[src/rtl/lc3b_types.sv]
// lc3b_types: shared word/line types and the pmem arbiter state encoding
package lc3b_types;
  typedef logic [15:0] lc3b_word;
  typedef logic [255:0] lc3b_line;
  typedef enum logic [1:0] {IDLE, L2_RD, VC_WR, BREAK} pmem_arb_state_t;
  localparam int DEFER_W = 4;
endpackage

[src/rtl/pmem_arbiter_if.sv]
// pmem_arbiter_if: L2 fill, VC write-back and physical memory signals of the arbiter
interface pmem_arbiter_if;
  import lc3b_types::*;
  logic l2_read;
  lc3b_word l2_addr;
  lc3b_line l2_rdata;
  logic l2_resp;
  logic vc_write;
  lc3b_word vc_addr;
  lc3b_line vc_wdata;
  logic vc_resp;
  logic l2_pmem_busy;
  logic pmem_read;
  logic pmem_write;
  lc3b_word pmem_addr;
  lc3b_line pmem_wdata;
  lc3b_line pmem_rdata;
  logic pmem_resp;
  modport master (
    input l2_read, l2_addr, vc_write, vc_addr, vc_wdata, pmem_rdata, pmem_resp,
    output l2_rdata, l2_resp, vc_resp, l2_pmem_busy, pmem_read, pmem_write, pmem_addr, pmem_wdata
  );
  modport slave (
    output l2_read, l2_addr, vc_write, vc_addr, vc_wdata, pmem_rdata, pmem_resp,
    input l2_rdata, l2_resp, vc_resp, l2_pmem_busy, pmem_read, pmem_write, pmem_addr, pmem_wdata
  );
endinterface

[src/rtl/arb_defer_counter.sv]
// arb_defer_counter: saturating count of L2 grants taken while a VC write-back waits
module arb_defer_counter
  import lc3b_types::*;
#(
  parameter int MAX_DEFER = 4
) (
  input  logic clk,
  input  logic rst,
  input  logic inc_i,
  input  logic clr_i,
  output logic limit_o
);
  localparam logic [DEFER_W-1:0] LIMIT = DEFER_W'(MAX_DEFER);
  logic [DEFER_W-1:0] cnt_q, cnt_d;
  // clear wins over increment; the count holds once it reaches the limit
  always_comb cnt_d = clr_i ? '0 : (inc_i && !limit_o) ? cnt_q + 1'b1 : cnt_q;
  // counter register
  always_ff @(posedge clk or posedge rst)
    if (rst) cnt_q <= '0;
    else cnt_q <= cnt_d;
  assign limit_o = cnt_q == LIMIT;
endmodule

[src/rtl/pmem_arbiter.sv]
// pmem_arbiter: shares physical memory between L2 fills and victim-cache write-backs
module pmem_arbiter
  import lc3b_types::*;
#(
  parameter int MAX_DEFER = 4
) (
  input logic clk,
  input logic rst,
  pmem_arbiter_if.master bus
);
  pmem_arb_state_t state_q, state_d;
  lc3b_word addr_q, addr_d;
  lc3b_line wdata_q, wdata_d;
  logic grant_l2, grant_vc, at_limit, owned, l2_done;
  // arbitration in IDLE: a pending VC write jumps ahead when L2 has been favoured too often
  // or when L2 is about to refetch the very line the VC still holds dirty
  always_comb begin
    grant_vc = state_q == IDLE && bus.vc_write && (!bus.l2_read || at_limit || bus.l2_addr == bus.vc_addr);
    grant_l2 = state_q == IDLE && bus.l2_read && !grant_vc;
    owned = state_q == L2_RD || state_q == VC_WR;
    state_d = grant_vc ? VC_WR : grant_l2 ? L2_RD : (owned && bus.pmem_resp) ? BREAK : state_q == BREAK ? IDLE : state_q;
    addr_d = grant_vc ? bus.vc_addr : grant_l2 ? bus.l2_addr : addr_q;
    wdata_d = grant_vc ? bus.vc_wdata : wdata_q;
  end
  // state and captured request registers; pmem address/data stay stable for the whole transaction
  always_ff @(posedge clk or posedge rst)
    if (rst) begin
      state_q <= IDLE;
      addr_q <= '0;
      wdata_q <= '0;
    end else begin
      state_q <= state_d;
      addr_q <= addr_d;
      wdata_q <= wdata_d;
    end
  arb_defer_counter #(.MAX_DEFER(MAX_DEFER)) u_defer (
    .clk(clk),
    .rst(rst),
    .inc_i(grant_l2 && bus.vc_write),
    .clr_i(grant_vc || !bus.vc_write),
    .limit_o(at_limit)
  );
  assign l2_done = state_q == L2_RD && bus.pmem_resp;
  assign bus.l2_resp = l2_done;
  assign bus.l2_rdata = l2_done ? bus.pmem_rdata : '0;
  assign bus.vc_resp = state_q == VC_WR && bus.pmem_resp;
  assign bus.l2_pmem_busy = bus.l2_read || state_q == L2_RD;
  assign bus.pmem_read = state_q == L2_RD;
  assign bus.pmem_write = state_q == VC_WR;
  assign bus.pmem_addr = addr_q;
  assign bus.pmem_wdata = wdata_q;
endmodule

[src/flat_wrapper.sv]
// flat-port wrapper written by rule: the top's interface ports become plain ports
module pmem_arbiter_flat import lc3b_types::*;
#(
  parameter int MAX_DEFER = 4
)
  (clk, rst, bus_l2_read, bus_l2_addr, bus_vc_write, bus_vc_addr, bus_vc_wdata, bus_pmem_rdata, bus_pmem_resp, bus_l2_rdata, bus_l2_resp, bus_vc_resp, bus_l2_pmem_busy, bus_pmem_read, bus_pmem_write, bus_pmem_addr, bus_pmem_wdata);
  pmem_arbiter_if bus_i ();
  input logic clk;
  input logic rst;
  input wire logic [$bits(bus_i.l2_read)-1:0] bus_l2_read;
  input wire logic [$bits(bus_i.l2_addr)-1:0] bus_l2_addr;
  input wire logic [$bits(bus_i.vc_write)-1:0] bus_vc_write;
  input wire logic [$bits(bus_i.vc_addr)-1:0] bus_vc_addr;
  input wire logic [$bits(bus_i.vc_wdata)-1:0] bus_vc_wdata;
  input wire logic [$bits(bus_i.pmem_rdata)-1:0] bus_pmem_rdata;
  input wire logic [$bits(bus_i.pmem_resp)-1:0] bus_pmem_resp;
  output wire logic [$bits(bus_i.l2_rdata)-1:0] bus_l2_rdata;
  output wire logic [$bits(bus_i.l2_resp)-1:0] bus_l2_resp;
  output wire logic [$bits(bus_i.vc_resp)-1:0] bus_vc_resp;
  output wire logic [$bits(bus_i.l2_pmem_busy)-1:0] bus_l2_pmem_busy;
  output wire logic [$bits(bus_i.pmem_read)-1:0] bus_pmem_read;
  output wire logic [$bits(bus_i.pmem_write)-1:0] bus_pmem_write;
  output wire logic [$bits(bus_i.pmem_addr)-1:0] bus_pmem_addr;
  output wire logic [$bits(bus_i.pmem_wdata)-1:0] bus_pmem_wdata;
  assign bus_i.l2_read = bus_l2_read;
  assign bus_i.l2_addr = bus_l2_addr;
  assign bus_i.vc_write = bus_vc_write;
  assign bus_i.vc_addr = bus_vc_addr;
  assign bus_i.vc_wdata = bus_vc_wdata;
  assign bus_i.pmem_rdata = bus_pmem_rdata;
  assign bus_i.pmem_resp = bus_pmem_resp;
  assign bus_l2_rdata = bus_i.l2_rdata;
  assign bus_l2_resp = bus_i.l2_resp;
  assign bus_vc_resp = bus_i.vc_resp;
  assign bus_l2_pmem_busy = bus_i.l2_pmem_busy;
  assign bus_pmem_read = bus_i.pmem_read;
  assign bus_pmem_write = bus_i.pmem_write;
  assign bus_pmem_addr = bus_i.pmem_addr;
  assign bus_pmem_wdata = bus_i.pmem_wdata;
  pmem_arbiter #(.MAX_DEFER(MAX_DEFER)) u_core (.clk(clk), .rst(rst), .bus(bus_i));
endmodule
[config.mk]
export PLATFORM = sky130hd
export DESIGN_NAME = pmem_arbiter_flat
export DESIGN_NICKNAME = d
export VERILOG_FILES = /design/src/rtl/lc3b_types.sv /design/src/rtl/pmem_arbiter_if.sv /design/src/rtl/arb_defer_counter.sv /design/src/rtl/pmem_arbiter.sv /design/src/flat_wrapper.sv
export SDC_FILE = /design/constraint.sdc
export NUM_CORES = 1
export LEC_CHECK = 0
export ABC_AREA = 1
export BUFFER_PORTS_ARGS = -buffer_cell sky130_fd_sc_hd__buf_2
export CAP_MARGIN = 20
export CORE_AREA = 2 2 417 419
export DETAILED_ROUTE_END_ITERATION = 8
export DIE_AREA = 0 0 419 421
export PLACE_DENSITY = 0.3
export SLEW_MARGIN = 5
export SYNTH_ARGS = -nofsm -noshare
export SYNTH_HDL_FRONTEND = slang
export SYNTH_SLANG_ARGS = --single-unit
export TNS_END_PERCENT = 20
[constraint.sdc]
create_clock -name clk -period 18.59 [get_ports clk]
set_clock_uncertainty 0.1 [all_clocks]
set_input_delay 2.7885 -clock clk [delete_from_list [all_inputs] [get_ports clk]]
set_output_delay 2.7885 -clock clk [all_outputs]
set_load 0.03 [all_outputs]
After elaboration in Yosys (flattened, before gate mapping)
Cells that the tools add are included.
{ "op_classes": {"n_reduce_logical": 22, "add_sub_neg": 1, "eq_ne": 5, "mux": 9} }
{ "ops": {"columns": ["op", "n"], "rows": [
  ["256-bit two-way mux", 1],
  ["16-bit two-way mux", 2],
  ["16-bit equality test", 1],
  ["1-bit logical AND", 9],
  ["2-bit two-way mux", 4],
  ["4-bit two-way mux", 2],
  ["1-bit logical OR", 5],
  ["4-bit by 1-bit adder with 4-bit output, second input constant", 1],
  ["2-bit equality test, second input constant", 2],
  ["4-bit by 3-bit equality test with 1-bit output, second input constant", 1],
  ["1-bit zero test", 4],
  ["2-bit nonzero test", 2],
  ["4-bit nonzero test", 1],
  ["2-bit by 1-bit equality test with 1-bit output, second input constant", 1],
  ["2-bit zero test", 1]
]} }
{ "totals": {"wordCells": 41, "ff_bits": 278, "output_inout_bits": 533, "input_bits": 549} }

Logic depth before layout (Yosys ltp)
{ "depth": {"depth_word": 10, "depth_mapped": 14, "depth_no_buf": 12} }

By module
From an unflattened synthesis, not the netlist that was laid out.
{ "hier_totals": {"hier_cells": 1861, "hier_area_um2": 13186.4} }
{ "modules_own_cells": {"columns": ["module", "cells_per_inst", "area_per_inst_um2", "instances", "seq_area_each_um2"], "rows": [
  ["pmem_arbiter", 1828, 12929.9, 1, 6856.6],
  ["arb_defer_counter", 33, 256.5, 1, 100.1]
]} }

Worst setup path after synthesis
No wires, ideal clock.
{ "synth_path": {"path_type": "in2out", "start": "in bus_pmem_resp", "end": "out bus_l2_rdata[246]", "cell_stages": 4, "required_ps": 15701, "setup_slack_ps": 11993, "path_buffers": 2, "arrival_ps": 3708, "path_cell_list": "nand2_1 -> clkbuf_1 -> buf_1 -> nor2_1"} }
{ "synth_via": {"elab_chain_len": 2} }
{ "synth_lines": {"columns": ["item", "line_no", "rtl"], "rows": [
  ["start, declared", "flat_wrapper.sv:16", "input wire logic [$bits(bus_i.pmem_resp)-1:0] bus_pmem_resp;"],
  ["1-bit logical AND", "pmem_arbiter.sv:43", "assign l2_done = state_q == L2_RD && bus.pmem_resp;"],
  ["256-bit two-way mux", "pmem_arbiter.sv:45", "assign bus.l2_rdata = l2_done ? bus.pmem_rdata : '0;"],
  ["end, declared", "flat_wrapper.sv:17", "output wire logic [$bits(bus_i.l2_rdata)-1:0] bus_l2_rdata;"]
]} }
No other way between the ends.

Worst setup path after layout
{ "layout_path": {"start": "in bus_pmem_resp", "end": "out bus_l2_rdata[91]"} }
The elaborated chain is that of the path after synthesis.

==> impl_metrics.toml <==
[yosys]
yosysWarnings = 0
ys_types = 23
synth_area_per_cell_um2 = 7.16
synth_fp_nets = 2404
synth_seq_cells = 278
ys_seq_area_share_pct = 52.6
syn_inst = 1849
synth.cell_area_um2 = 13200

[outcome]
status = "finished, final reports clean"

[pwr]
ir_worst_vdd_mv = 0.0720
clkPwrFrac_pct = 21.3
p_leak_nw = 13.6
p_int_mw = 1.90
p_per_area_nw_per_um2 = 173
p_sw_share_pct = 51.3
p_switching_mw = 2.00
combPwrFrac_pct = 51.1
p_seq_share_pct = 27.6

[global_route]
grt_pass1_wl_mm = 145
grt_max_degree = 132
grt_use_total_pct = 12.1
grt_overflow_total = 0
antenna_found_initial = 125
grt_pass1_vias = 15528

[flow_run]
max_cap_violations = 0

[critical_path]
end_kind = "output pin"
crit_type = "input port to output pin"
reg2reg_depth = 10
critPathArrivalTime_ns = 5.75
critPathMaxStageDelay_ns = 0.80
path_max_fanout = 90
slowest_stage = "buf_4"
worstPathRequired_ns = 15.70
cp_cell_sequence = "buf_2 -> nand2_4 -> buf_4 -> buf_4 -> nor2_1 -> buf_2"
startpoint_type = "input port"

[clocking]
cts_tree = "done"
cts_max_level = 2
worstSkewPairLatency_ns = 0.58
cts_buffer_depth = 3
postCtsSetupBuffers = 0
root_buffer = "clkbuf_16"
cts_buffers = 40
ctsHoldBuffers = 0
clock_sinks = 278
path_clk_slew_ns = 0.05
cts_resized = 0

[detailed_routing]
wl_per_cell_um = 21.1
first_pass_iters = 5
drcViolationCount = 0
wl_mm = 111
dr_total_vias = 15665
postRouteAntennaNets = 0
viasPerCell = 2.98
drt_iter0_markers = 845

[timing]
max_slew.worst_pin.slew_ns = 0.969
hold_slack_ns = 0.371
slew_headroom_pct = 35.4
period_share_pct = 46.5
final-hold-violation-count = 0
post-route-min-period_ns = 8.64
setup_viol = 0
rsz0062_at_grt = "no"
fmax_mhz = 116
slew_viol_final = 0
finalSetupTns_ns = 0

[placement]
place_congestion = 0.914
hpwl_mm = 94.4
port_buffers = 1081
dp_cells = 5174

[worst_hold_path]
hold_path_depth = 2
hold_class = "flop to flop"

[layout]
multi_input_area_um2 = 4630
finalNetCount = 3446
layout-drive-gt1-share_pct = 39.8
seqCellArea_um2 = 6960
fill_cells = 20252
syn_to_final_growth_pct = 70.4
layout.cells.non_filler = 5262

[die]
dieHeight_um = 421
rows = 153
die_x_um = 419
core_area_um2 = 172000
boundaryPins = 1082
start_util_pct = 7.67
dieArea_um2 = 176000
[path summary, 6_finish.rpt]
| kind | to | slack, ns | from |
|---|---|---|---|
| min in group asynchronous | u_core.bus.pmem_wdata[46]$_DFFE_PP0N_ | 2.21 | rst |
| worst min-delay path | u_core.bus.pmem_wdata[248]$_DFFE_PP0N_ | 0.37 | u_core.bus.pmem_wdata[248]$_DFFE_PP0N_ |
| worst max-delay path | bus_l2_rdata[91] | 9.95 | bus_pmem_resp |
| max in group asynchronous | u_core.bus.pmem_wdata[137]$_DFFE_PP0N_ | 14.05 | rst |
| worst min register to register | u_core.bus.pmem_wdata[248]$_DFFE_PP0N_ | 0.37 | u_core.bus.pmem_wdata[248]$_DFFE_PP0N_ |
| worst max register to register | u_core.bus.pmem_wdata[189]$_DFFE_PP0N_ | 13.43 | u_core.state_q[0]$_DFFE_PP0P_ |
[area by class of cell]
cell class                      count  area share [%]
Antenna cell                       18           0.200
Clock buffer                       54            5.03
Clock inverter                     16            1.16
Inverter                          295            4.98
Multi-Input combinational cell   1186            20.5
Sequential cell                   278            30.9
Tap cell                         2325            12.9
Timing Repair Buffer             1090            24.3
[critical path, delay by kind of cell]
family	cells	cell delay [ns]
and+or+nand+nor	2	0.84
buffers and inverters	4	1.97
[cell usage in the layout (no fill, tap or decap), types with 5 or more instances in the layout]
cell type  netlist  routed
buf_2           31    1081
clkbuf_8         0       8
nand3_1         48      48
ha_1             6       6
nand2_1        838     837
dfrtp_1        278     278
inv_1          292     291
nor2_1         281     281
diode_2          0      18
clkinv_2         1       6
clkbuf_1        30       6
buf_4            3       8
bufinv_16        0       5
clkbuf_16        0      40
[synth_stat cells]
| cell type | instances | area (um^2) |
|---|---|---|
| o21a_1 | 1 | 7.51 |
| buf_8 | 1 | 15.0 |
| nor2_1 | 281 | 1050 |
| or2_2 | 1 | 6.26 |
| inv_1 | 292 | 1100 |
| buf_2 | 31 | 155 |
| o21ai_0 | 2 | 10.0 |
| buf_6 | 22 | 248 |
| nand3_1 | 48 | 240 |
| nand2_1 | 838 | 3150 |
| dfrtp_1 | 278 | 6960 |
| clkinv_2 | 1 | 5.00 |
| nand4_1 | 1 | 6.26 |
| clkbuf_1 | 30 | 113 |
| o211a_1 | 1 | 10.0 |
| clkinv_1 | 2 | 7.51 |
| xor2_1 | 3 | 26.3 |
| nand2_2 | 2 | 12.5 |
| ha_1 | 6 | 75.1 |
| a21oi_1 | 1 | 5.00 |
| buf_1 | 3 | 11.3 |
| o21ai_1 | 1 | 5.00 |
| buf_4 | 3 | 22.5 |
[power groups by stage]
stage	clock (mW)	sequential [mW]	combinational [mW]
6_report	0.832	1.08	1.99
2_1_floorplan	0	1.68	0.629
5_1_grt	0.891	1.11	2.13
4_1_cts	0.870	1.08	2.05
3_3_place_gp	0	1.08	2.05
3_5_place_dp	0	1.08	2.05
[kinds of logic after synthesis]
group / share of synthesized area [%]
fa+ha+maj: 0.567
buf+inv: 12.6
xor+xnor: 0.199
flops: 52.6
compound gates: 0.284
simple gates: 33.7
[flip-flops by register name, indices dropped and copies added, names as in the netlist]
signal                 flops
u_core.state_q             2
u_core.u_defer.cnt_q       4
u_core.bus.pmem_wdata    256
u_core.bus.pmem_addr      16
[metrics by stage]
step                worst slack (ns)  power [mW]  cell area, um^2  util [%]
CTS                             9.89        4.00            22500      13.0
detailed placement              9.89        3.13            21100      12.2
global route                    9.64        4.14            22500      13.1
global placement               10.00        3.13            21100      12.2
finish                          9.95        3.90            22500      13.1
floorplan                       8.04        2.31            13200         -
[metal layers]
metal	track usage (%)	share of wire [%]	routed length, um
met5	0	0.33	370
met4	3.60	3.0	3340
met3	3.09	5.9	6610
met2	22.5	53	58400
met1	13.5	38	42400
(Power assumes the default switching activity.)
